## src/rtl/vga_sync_gen.sv

```systemverilog
// Raster timing generator: pixel-rate divider, h/v counters, registered pixel stream and delayed syncs.
// Optional VGA_SYNC_FRAME_CNT_EN adds a 16-bit wrapping frame counter output.
module vga_sync_gen #(
  parameter int CLK_DIV    = 4,
  parameter int H_ACTIVE   = 640,
  parameter int H_FP       = 16,
  parameter int H_SYNC     = 96,
  parameter int H_BP       = 48,
  parameter int V_ACTIVE   = 480,
  parameter int V_FP       = 10,
  parameter int V_SYNC     = 2,
  parameter int V_BP       = 33,
  parameter int SYNC_DELAY = 1
) (
  input  logic        clk,
  input  logic        rst,
  output logic        o_pix_valid,
  output logic [9:0]  o_col,
  output logic [9:0]  o_row,
  output logic        o_pix_tick,
  output logic        o_hsync,
  output logic        o_vsync,
  output logic        o_frame_start
`ifdef VGA_SYNC_FRAME_CNT_EN
  ,
  output logic [15:0] o_frame_cnt
`endif
);

  localparam int H_TOTAL = H_ACTIVE + H_FP + H_SYNC + H_BP;
  localparam int V_TOTAL = V_ACTIVE + V_FP + V_SYNC + V_BP;

  generate
    if (H_TOTAL > 1024 || V_TOTAL > 1024) begin : g_bad_total
      $error("vga_sync_gen: H_TOTAL/V_TOTAL exceed 10-bit counter range");
    end
    if (CLK_DIV < 1 || CLK_DIV > 8) begin : g_bad_div
      $error("vga_sync_gen: CLK_DIV must be 1..8");
    end
    if (SYNC_DELAY < 0 || SYNC_DELAY > 4) begin : g_bad_dly
      $error("vga_sync_gen: SYNC_DELAY must be 0..4");
    end
  endgenerate

  localparam logic [2:0] DIV_LAST = 3'(CLK_DIV - 1);
  localparam logic [9:0] H_LAST   = 10'(H_TOTAL - 1);
  localparam logic [9:0] V_LAST   = 10'(V_TOTAL - 1);
  localparam logic [9:0] H_ACT    = 10'(H_ACTIVE);
  localparam logic [9:0] V_ACT    = 10'(V_ACTIVE);
  localparam logic [9:0] HS_BEG   = 10'(H_ACTIVE + H_FP);
  localparam logic [9:0] HS_END   = 10'(H_ACTIVE + H_FP + H_SYNC);
  localparam logic [9:0] VS_BEG   = 10'(V_ACTIVE + V_FP);
  localparam logic [9:0] VS_END   = 10'(V_ACTIVE + V_FP + V_SYNC);

  logic [2:0] div_q, div_d;
  logic [9:0] hcnt_q, hcnt_d, vcnt_q, vcnt_d;
  logic       tick, act, hs_raw, vs_raw, fs_raw;
  logic [SYNC_DELAY:0] hs_pipe_q, vs_pipe_q;

  always_comb begin
    tick   = (div_q == DIV_LAST);
    div_d  = tick ? 3'd0 : div_q + 3'd1;
    hcnt_d = hcnt_q;
    vcnt_d = vcnt_q;
    if (tick) begin
      if (hcnt_q == H_LAST) begin
        hcnt_d = 10'd0;
        vcnt_d = (vcnt_q == V_LAST) ? 10'd0 : vcnt_q + 10'd1;
      end else begin
        hcnt_d = hcnt_q + 10'd1;
      end
    end
    act    = (hcnt_q < H_ACT) && (vcnt_q < V_ACT);
    hs_raw = !((hcnt_q >= HS_BEG) && (hcnt_q < HS_END));
    vs_raw = !((vcnt_q >= VS_BEG) && (vcnt_q < VS_END));
    fs_raw = (div_q == 3'd0) && (hcnt_q == 10'd0) && (vcnt_q == 10'd0);
  end

  // Outputs register the current counter state, so they trail the counters by one clk.
  always_ff @(posedge clk) begin
    if (!rst) begin
      div_q         <= '0;
      hcnt_q        <= '0;
      vcnt_q        <= '0;
      o_pix_valid   <= 1'b0;
      o_col         <= '0;
      o_row         <= '0;
      o_pix_tick    <= 1'b0;
      o_frame_start <= 1'b0;
      hs_pipe_q     <= '1;
      vs_pipe_q     <= '1;
    end else begin
      div_q         <= div_d;
      hcnt_q        <= hcnt_d;
      vcnt_q        <= vcnt_d;
      o_pix_valid   <= act;
      o_col         <= hcnt_q;
      o_row         <= vcnt_q;
      o_pix_tick    <= tick;
      o_frame_start <= fs_raw;
      hs_pipe_q[0]  <= hs_raw;
      vs_pipe_q[0]  <= vs_raw;
      for (int i = 1; i <= SYNC_DELAY; i++) begin
        hs_pipe_q[i] <= hs_pipe_q[i-1];
        vs_pipe_q[i] <= vs_pipe_q[i-1];
      end
    end
  end

  assign o_hsync = hs_pipe_q[SYNC_DELAY];
  assign o_vsync = vs_pipe_q[SYNC_DELAY];

`ifdef VGA_SYNC_FRAME_CNT_EN
  logic [15:0] fcnt_q;

  always_ff @(posedge clk) begin
    if (!rst)        fcnt_q <= '0;
    else if (fs_raw) fcnt_q <= fcnt_q + 16'd1;
  end

  assign o_frame_cnt = fcnt_q;
`endif

endmodule
```

## config.mk

```make
export PLATFORM = sky130hd
export DESIGN_NAME = vga_sync_gen
export DESIGN_NICKNAME = d
export VERILOG_FILES = /design/src/rtl/vga_sync_gen.sv
export SDC_FILE = /design/constraint.sdc
export NUM_CORES = 1
export LEC_CHECK = 0
export CORE_MARGIN = 2
export CORE_UTILIZATION = 60
export DETAILED_ROUTE_END_ITERATION = 7
export DONT_BUFFER_PORTS = 1
export PLACE_DENSITY = 0.79
export SYNTH_ARGS = -nofsm -noshare
export SYNTH_HDL_FRONTEND = slang
export SYNTH_SLANG_ARGS = --single-unit
```

## constraint.sdc

```tcl
create_clock -name clk -period 5.08 [get_ports clk]
set_input_delay 0.508 -clock clk [delete_from_list [all_inputs] [get_ports clk]]
set_output_delay 0.508 -clock clk [all_outputs]
set_load 0.05 [all_outputs]
```

# Yosys cells after proc, flatten, opt, wreduce, memory -nomap -nowiden

Cells that the tools add are included.

Add/subtract/negate cells: 3
$lt $le $gt $ge: 6
Equal/unequal tests: 3
Multiplexer cells: 2
Bitwise logic cells: 1
Reduce and logical (&&, ||, !) cells: 12

Operators by type and width:

| cell                                                                           | number |
|---|---|
| 10-bit by 1-bit adder with 10-bit output (second input constant)               | 2 |
| 10-bit == test (second input constant)                                         | 2 |
| 10-bit zero test                                                               | 2 |
| 10-bit less-than comparator (second input constant)                            | 2 |
| 10-bit by 9-bit less-than comparator with 1-bit output (second input constant) | 2 |
| 10-bit 2-to-1 mux                                                              | 2 |
| 10-bit >= comparator (second input constant)                                   | 1 |
| 10-bit by 9-bit >= comparator with 1-bit output (second input constant)        | 1 |
| 1-bit logical AND                                                              | 5 |
| 3-bit by 1-bit adder with 3-bit output (second input constant)                 | 1 |
| 3-bit by 2-bit == test with 1-bit output (second input constant)               | 1 |
| 3-bit zero test                                                                | 1 |
| 1-bit zero test                                                                | 2 |
| 2-bit AND reduction                                                            | 1 |
| 2-bit OR reduction                                                             | 1 |
| 1-bit inverter                                                                 | 1 |

Register bits after elaboration: 50
Input bits: 2
Output and inout port bits: 25
Word-level logic and storage cells: 37

# Longest topological paths before layout

Gate-level depths: netlist of run 1.

Depth after elaboration: 3
Depth in mapped cells: 7
Depth with buffers taken out: 6

# Least setup slack after synthesis of run 1

OpenSTA, ideal clock, no wires.

Kind: flip-flop to flip-flop
Start: reg div_q[0]
End: reg vcnt_q[6]
Setup time: 0.068 ns
Arrival time: 2.096 ns
Required time: 5.012 ns
Path slack: 2.915 ns
Stages on the path, launching flop included: 8
Path buffers: 1
Period minus slack after synthesis: 2.165 ns
Cells stage by stage: dfxtp_1 -> ha_1 -> ha_1 -> nand4_1 -> or3_4 -> buf_6 -> or4_4 -> a21oi_2

Word-level cells in the longest chain between the ends: 2

RTL lines:

| item                                     | RTL line | RTL |
|---|---|---|
| start, declared                          | 55       | `logic [2:0] div_q, div_d;` |
| start signal, assigned                   | 93       | `div_q <= div_d;` |
| 3-bit by 2-bit == test with 1-bit output | 61       | `tick = (div_q == DIV_LAST);` |
| net tick                                 | 57       | `logic tick, act, hs_raw, vs_raw, fs_raw;` |
| 2-bit AND reduction (no line)            | -        |  |
| end signal, assigned                     | 95       | `vcnt_q <= vcnt_d;` |
| end, declared                            | 56       | `logic [9:0] hcnt_q, hcnt_d, vcnt_q, vcnt_d;` |

The timed path passes the listed nets, and every way through them passes these cells.
A chain may end at the register's enable or synchronous reset.

# Worst setup path in the final report of run 1

Start: reg div_q[0]
End: reg vcnt_q[7]

The elaborated chain is that of the path after synthesis.

==> flow_summary.yaml, run 1 <==
cells_and_area:
  layout_common_cells: "dfxtp_1, and2_1, nor2_1"
  utilization_pct: 65.8
  layoutNonFillerInstCount: 239
  layout_commonest_cell: "dfxtp_1"
  finalInstanceArea_sq_um: 2010
  layout-drive-gt1-share_pct: 8.21
  finish.net_count: 203
  diodes: 0
  area_growth_pct: 3.61
run:
  maxCapViolCount: 0
floorplanning:
  rows: 20
  initial_core_util_pct: 63.5
  die-area_sq_um: 3700
  die_w_microns: 60.9
  ios: 27
  die_h_microns: 60.9
  core_area_sq_um: 3050
clocking:
  htreeDepth: 2
  clock_latency_ns: 0.36
  cts_tree: "yes"
  clkSinkCount: 50
  cts_resized: 0
  clkSlewWorstSetupHoldPaths_ns: 0.14
  cts_root_buf: "clkbuf_4"
  postCtsHoldBufs: 0
  clockBufferDepth: 2
  cts_made_buffers: 5
  cts_setup_buffers: 0
timing:
  worstMarginPinSlew_ns: 0.612
  grt_setup_unrepaired: "no"
  hold_viol: 0
  min_period_ns: 2.50
  final.setup.tns_ns: 0
  setup_violations: 0
  period_share_pct: 49.3
  finClkSkew_ns: 0.0139
  fmax_mhz: 400
  slew_viol_final: 0
  slew_headroom_pct: 58.9
synthesis:
  ys_seq_area_share_pct: 51.6
  synth_cell_types: 39
  synth_cells: 194
  syn_area_sq_um: 1940
  syn_avg_cell_area_sq_um: 10.0
  synth-warning-count: 0
  ys_seq_elements: 50
  syn_nets: 203
setup_path:
  path_cells: "ha_1 > ha_1 > nand4_1 > nor4_1 > or4b_2 > a21oi_1"
  required_ns: 5.37
  startpoint_type: "flop"
  crit_type: "flop to flop"
  crit_arrival_ns: 2.79
  path_delay_family: "simple AND/OR/NAND/NOR gates"
  cp_max_fo: 9
  cp_slowest_cell: "or4b_2"
  critical_path_buf_inv_count: 0
  path_common_cell: "ha_1"
  endpoint_kind: "flop"
  cp_slowest_stage_delay_ns: 0.62
global_routing:
  grt_usage_pct: 20.0
  grt_start_max_net_pins: 36
  grt_pass1_wl_microns: 5440
  antenna_found_initial: 0
  grt_pass1_vias: 1224
  grt_overflow: 0
placed_design:
  gp_congestion: 0.932
  io_buffer_count: 0
  dp_hpwl_microns: 2250
  placed_cells: 231
  dpl_cell_area_sq_um: 1950
routing:
  num_vias: 1349
  wirelength_microns: 3200
  vias_per_cell: 5.64
  drtIter0Drc: 74
  routedWlPerCell_microns: 13.4
  ant_nets: 0
  post-route-drc-count: 0
  drtPass1Iterations: 4
hold_path:
  holdCritPathClass: "input port to flop"
power_and_ir_drop:
  worst_ir_drop_vdd_mv: 0.157
  powerDensity_nw_per_um2: 300
  leakagePower_uw: 0.000718
outcome:
  status: "completed"
-- sequential cells by signal, summed over array words and instances (netlist names) --
name	flops
div_q	3
vs_pipe_q	2
hcnt_q	10
o_frame_start	1
o_pix_tick	1
hs_pipe_q	2
vcnt_q	10
o_row	10
o_pix_valid	1
o_col	10
-- routing by layer --
metal | track usage [%] | wire length [microns]
met4 | 11.5 | 75
met5 | 0 | 0
met1 | 26.6 | 1520
met3 | 4.90 | 125
met2 | 29.6 | 1470
-- synthesized netlist by cell type (all sizes together) --
cell / number / share of area [%]
a21boi: 2 / 0.77
nor2b: 2 / 0.65
nand4: 5 / 1.6
and4b: 1 / 0.52
nand2b: 5 / 1.6
nor4: 5 / 1.6
and4: 2 / 0.90
ha: 7 / 4.5
xnor2: 5 / 2.3
nand2: 9 / 1.7
xor2: 4 / 1.8
o31ai: 3 / 1.2
buf: 4 / 1.8
o311ai: 2 / 0.90
or3: 3 / 1.2
o21ai: 5 / 1.3
and2: 24 / 7.7
nand3: 7 / 1.8
nand4b: 3 / 1.4
or4b: 2 / 1.0
or2: 2 / 0.65
inv: 9 / 1.7
a21oi: 6 / 1.7
dfxtp: 50 / 52
and3: 2 / 0.71
clkbuf: 3 / 0.58
o41ai: 2 / 0.90
o2bb2ai: 2 / 0.90
nor3b: 1 / 0.39
or4: 4 / 1.9
nor2: 13 / 2.5
-- kinds of logic after synthesis --
kind of cell               after synthesis  synth area share (%)
adders and majority gates                7                  4.52
xor gates and xnor gates                 9                  4.06
DFF                                     50                  51.6
buffers and inverters                   16                  4.13
and+or+nand+nor                         90                  28.0
AOI/OAI and AO/OA                       22                  7.68
-- per-stage QoR --
stage / worst slack [ns] / total power (uW) / hold slack, ns
2_1_floorplan: 2.92 / 431 / 0.386
3_3_place_gp: 2.85 / 431 / 0.387
3_5_place_dp: 2.65 / 433 / 0.392
4_1_cts: 2.62 / 608 / 0.206
5_1_grt: 2.40 / 631 / 0.187
6_report: 2.58 / 602 / 0.217
-- report_power, final --
group | switching, uW | internal [uW]
clock network | 123 | 55.5
registers | 10.9 | 398
logic | 8.74 | 6.32
-- worst register-to-register path: stages, from the launching register on --
cell     delay, ns
dfxtp_1       0.38
ha_1          0.16
ha_1          0.29
nand4_1       0.35
nor4_1        0.47
or4b_2        0.62
a21oi_1       0.16
-- path summary, 6_finish.rpt --
path,slack [ns],endpoint,start,cells after the start
setup / recovery,2.58,vcnt_q[7],div_q[0],6
setup reg to reg,2.58,vcnt_q[7],div_q[0],6
hold reg to reg,0.42,vs_pipe_q[1],vs_pipe_q[0],1
hold / removal,0.22,hs_pipe_q[1],rst,1
-- layout make-up --
cell class                 count  area, sq um
fill                         276         1040
clock buffer                   5         37.5
sequential                    50         1000
multi-input combinational    128          858
inverter                       9         33.8
clock inverter                 3         23.8
tap                           44         55.1
Note: power is estimated with default switching activity, not from simulation.
==> inputs of run 2 (changes only) <==
Settings changed: CORE_UTILIZATION 60 to 55, PLACE_DENSITY 0.79 to 0.76.
Clock period 5.08 ns to 2.2 ns, I/O delays scaled along.
==> run 2 against run 1 <==
  * First-iteration DRC count up 23%
  * Design area up 4.4%
  * Register-to-register slack worse by 2.5 ns
  * Worst setup slack worse by 2.5 ns
  * Clock skew down 0.0058 ns
  * Largest power group unchanged
  * Clock power rose to 2.8 times the previous value
  * Sequential cell count unchanged
  * Via count up 2.7%
  * Critical path depth unchanged
  * Sequential share of layout area down 2.1 points
  * Worst hold slack worse by 0.20 ns
==> flow_summary.yaml, run 2 (synthesis gave the netlist of run 1 again) <==
setup_path:
  endpoint_kind: "flop"
  crit_type: "flop to flop"
  timing.rr.start: "div_q[0]"
  startpoint_type: "flop"
  r2r_end: "vcnt_q[7]"
  crit_arrival_ns: 2.39
  required_ns: 2.50
  reg2reg_slack_ns: 0.11
  cp_max_fo: 4
  reg2regPathDepth: 6
routing:
  num_vias: 1385
  drtIter0Drc: 91
  drtPass1Iterations: 5
  routedWlPerCell_microns: 13.8
  vias_per_cell: 5.54
  wirelength_microns: 3460
  ant_nets: 0
  post-route-drc-count: 0
global_routing:
  grt_pass1_vias: 1286
  antenna_found_initial: 0
  grt_start_max_net_pins: 28
  grt_overflow: 0
  grt_usage_pct: 19.0
  grt_pass1_wl_microns: 5870
cells_and_area:
  area_growth_pct: 8.19
  finish.net_count: 212
  fillers: 323
  layout_commonest_cell: "dfxtp_1"
  layout-drive-gt1-share_pct: 11.8
  diodes: 0
  layoutNonFillerInstCount: 250
  layout_common_cells: "dfxtp_1, and2_1, nor2_1"
timing:
  period_share_pct: 95.2
  worstMarginPinSlew_ns: 0.733
  fmax_mhz: 478
  finClkSkew_ns: 0.00813
  slew_headroom_pct: 51.0
  setup_violations: 0
  final.setup.tns_ns: 0
  slew_viol_final: 0
  grt_setup_unrepaired: "no"
  hold_viol: 0
  min_period_ns: 2.09
hold_path:
  hold_start: "rst"
  hold_end: "o_row[1]"
  hold_depth: 1
  holdCritPathClass: "input port to flop"
floorplanning:
  rows: 21
  die_h_microns: 63.4
  ios: 27
  die_w_microns: 63.4
  die-area_sq_um: 4020
  core_area_sq_um: 3360
  initial_core_util_pct: 57.7
clocking:
  htreeDepth: 2
  cts_made_buffers: 5
  cts_tree: "yes"
  clockBufferDepth: 2
  clock_latency_ns: 0.36
  cts_resized: 0
  clkSlewWorstSetupHoldPaths_ns: 0.13
  cts_root_buf: "clkbuf_4"
  clkSinkCount: 50
run:
  maxCapViolCount: 0
power_and_ir_drop:
  worst_ir_drop_vdd_mv: 0.450
  leakagePower_uw: 0.000780
  powerDensity_nw_per_um2: 714
placed_design:
  gp_congestion: 0.806
  placed_cells: 241
  dp_hpwl_microns: 2350
  io_buffer_count: 0
outcome:
  status: "completed"
[run 2: changes by cell type in the layout (fill, tap and decap cells not counted)]
cell | before | now
clkinv_2 | 0 | 2
bufinv_16 | 0 | 1
clkinvlp_4 | 2 | 0
inv_6 | 1 | 0
buf_4 | 0 | 8
dlygate4sd3_1 | 0 | 1
[run 2: area by class of cell]
| cell class | count | area [sq um] | area share, % |
|---|---|---|---|
| flip-flops and latches | 50 | 1000 | 47.7 |
| multi-input cells | 128 | 858 | 40.9 |
| repair buffers | 9 | 70.1 | 3.34 |
| well taps | 46 | 57.6 | 2.74 |
| clock inverters | 3 | 40.0 | 1.91 |
| clock buffers | 5 | 37.5 | 1.79 |
| inverters | 9 | 33.8 | 1.61 |
[run 2: worst max-delay path by stage]
stage,to,start,cells after the start,slack (ns)
after floorplan,vcnt_q[6],div_q[0],7,0.04
after global placement,vcnt_q[6],div_q[0],6,0.27
after detailed placement,vcnt_q[6],div_q[0],6,0.23
after CTS,vcnt_q[6],div_q[0],6,0.19
after global routing,vcnt_q[7],div_q[0],6,0.04
final,vcnt_q[7],div_q[0],6,0.11
[run 2: routing by layer]
metal  part of all wire [%]  global-route usage [%]  up-vias
met1                     45                    23.5      652
met2                     47                    30.4       41
met4                    1.5                    10.3        0
met3                    5.7                    4.64        5
li1                       -                       -      687
met5                      0                       0        -
[run 2: repair_timing]
action                    in CTS  in global routing
setup buffers                  0                  0
hold endpoints to repair      27                  0
hold buffers                   1                  0
[run 2: per-stage QoR]
step | util (%) | setup slack [ns] | total power, uW | instance area [sq um] | hold WS (ns)
finish | 62.4 | 0.106 | 1500 | 2100 | 0.0164
global route | 62.4 | 0.0353 | 1560 | 2100 | 0.00600
floorplan | - | 0.0354 | 995 | 1940 | 0.371
detailed placement | 59.8 | 0.227 | 1000 | 2010 | 0.302
global placement | 59.8 | 0.272 | 1000 | 2010 | 0.298
CTS | 62.4 | 0.191 | 1520 | 2100 | 0.00676
[run 2: worst max-delay path, cell delays in order, from the launching register on]
cell and delay (ns):
dfxtp_1 0.38, ha_1 0.16, ha_1 0.17, nand4_1 0.17, nor4_1 0.38, or4b_2 0.62
a21oi_1 0.16
[run 2: report_power, final]
group / leakage [uW] / total, uW / internal [uW] / switching (uW)
sequential: 0.000404 / 943 / 918 / 25.1
combinational: 0.000331 / 45.7 / 18.6 / 27.1
clock: 0.0000450 / 508 / 236 / 273
total: 0.000780 / 1500 / 1170 / 325
==> inputs of run 3 (changes only) <==
Settings changed: CORE_UTILIZATION 55 to 45, GPL_TIMING_DRIVEN from default to 1, PLACE_DENSITY 0.76 to 0.65.
==> run 3 against run 2 <==
  * Combinational power shrank 12%
  * Design area increased by 1.9%
  * Critical path depth unchanged
  * Die area grew 21%
  * Routed wire length up 6.3%
  * Non-clock buffer count down 1
  * Critical endpoint unchanged
==> flow_summary.yaml, run 3 (synthesis gave the netlist of run 1 again) <==
placed_design:
  io_buffer_count: 0
  dpl_cell_area_sq_um: 2010
  dp_hpwl_microns: 2410
  gp_congestion: 0.865
power_and_ir_drop:
  leakagePower_uw: 0.000782
  powerDensity_nw_per_um2: 749
  worst_ir_drop_vdd_mv: 0.306
run:
  maxCapViolCount: 0
global_routing:
  antenna_found_initial: 0
  grt_start_max_net_pins: 35
  grt_overflow: 0
  grt_usage_pct: 15.8
  grt_pass1_wl_microns: 6080
  grt_pass1_vias: 1312
setup_path:
  path_delay_family: "simple AND/OR/NAND/NOR gates"
  endpoint_kind: "flop"
  cp_slowest_cell: "or4b_2"
  cp_max_fo: 4
  path_cells: "ha_1 > ha_1 > nand4_1 > nor4_2 > or4b_2 > a21oi_1"
  critical_path_buf_inv_count: 0
  crit_type: "flop to flop"
  startpoint_type: "flop"
  crit_arrival_ns: 2.29
  path_common_cell: "ha_1"
  cp_slowest_stage_delay_ns: 0.63
  required_ns: 2.43
clocking:
  cts_setup_buffers: 0
  clock_latency_ns: 0.30
  clkSinkCount: 50
  clockBufferDepth: 2
  htreeDepth: 2
  cts_tree: "yes"
  clkSlewWorstSetupHoldPaths_ns: 0.08
  cts_made_buffers: 5
  cts_root_buf: "clkbuf_8"
cells_and_area:
  area_growth_pct: 10.3
  diodes: 0
  layout-drive-gt1-share_pct: 11.3
  fillers: 373
  multi_input_area_sq_um: 872
  finalInstanceArea_sq_um: 2140
  finish.net_count: 211
  final-seq-area_sq_um: 1000
  layout_common_cells: "dfxtp_1, and2_1, nor2_1"
  layout_commonest_cell: "dfxtp_1"
timing:
  grt_setup_unrepaired: "no"
  hold_viol: 0
  slew_headroom_pct: 67.5
  finClkSkew_ns: 0.00493
  setup_violations: 0
  period_share_pct: 93.4
  final.setup.tns_ns: 0
  min_period_ns: 2.05
  worstMarginPinSlew_ns: 0.487
  fmax_mhz: 487
  slew_viol_final: 0
routing:
  vias_per_cell: 5.46
  drtIter0Drc: 57
  wirelength_microns: 3670
  drtPass1Iterations: 4
  ant_nets: 0
  num_vias: 1382
  routedWlPerCell_microns: 14.5
  post-route-drc-count: 0
floorplanning:
  die_w_microns: 69.7
  die_h_microns: 69.7
  ios: 27
  core_area_sq_um: 4090
  rows: 23
  initial_core_util_pct: 47.5
  die-area_sq_um: 4850
hold_path:
  holdCritPathClass: "input port to flop"
outcome:
  status: "completed"
-- run 3: changes by cell type in the layout (fill, tap and decap cells not counted), sizes merged --
| cell | before | now |
|---|---|---|
| buf | 8 | 7 |
| clkbuf | 5 | 7 |
| clkinv | 2 | 0 |
-- run 3: metrics by stage --
stage | power [uW] | utilization, % | instances | hold WS, ns | worst slack [ns]
6_report | 1600 | 52.3 | 253 | 0.0398 | 0.146
5_1_grt | 1670 | 52.3 | 253 | 0.0358 | 0.00378
4_1_cts | 1620 | 52.0 | 253 | 0.0320 | 0.0824
3_5_place_dp | 1000 | 49.1 | 244 | 0.305 | 0.196
3_3_place_gp | 1000 | 49.1 | 244 | 0.298 | 0.278
2_1_floorplan | 995 | - | 194 | 0.371 | 0.0354
-- run 3: report_power, final --
group / switching (uW) / total (uW) / leakage [uW] / internal, uW
clock: 280 / 620 / 0.0000524 / 340
combinational: 21.8 / 40.2 / 0.000326 / 18.4
sequential: 25.2 / 942 / 0.000404 / 917
-- run 3: final cells by class --
class                      instances  area share (%)
clock inverter                     1            1.40
inverter                           9            1.58
multi-input combinational        128            40.8
clock buffer                       7            3.57
timing repair buffer               8            2.93
tap                               50            2.93
sequential                        50            46.8
-- run 3: path summary, 6_finish.rpt --
kind / start / to / slack (ns) / cells after the start
max: div_q[0] / vcnt_q[7] / 0.15 / 6
min: rst / hcnt_q[2] / 0.04 / 1
max reg2reg: div_q[0] / vcnt_q[7] / 0.15 / 6
min reg2reg: vs_pipe_q[0] / vs_pipe_q[1] / 0.42 / 1
-- run 3: timing repair --
item                                    in CTS  in global routing
gates resized for setup                      0                  2
hold endpoints to repair                     2                  0
hold buffers                                 1                  0
endpoints found under the setup margin       0                  2
-- run 3: worst register-to-register path, delay by kind of cell, from the launching register on --
| family | cells | cell delay (ns) |
|---|---|---|
| and+or+nand+nor | 3 | 1.13 |
| adders and majority gates | 2 | 0.32 |
| DFF | 1 | 0.36 |
| AOI/OAI and AO/OA | 1 | 0.17 |
-- run 3: layer usage --
layer	vias to the layer above	wire [microns]	GRT usage (%)
li1	681	-	-
met1	652	1650	19.6
met2	40	1740	24.7
met3	9	171	4.65
met4	0	113	8.33
met5	-	0	0
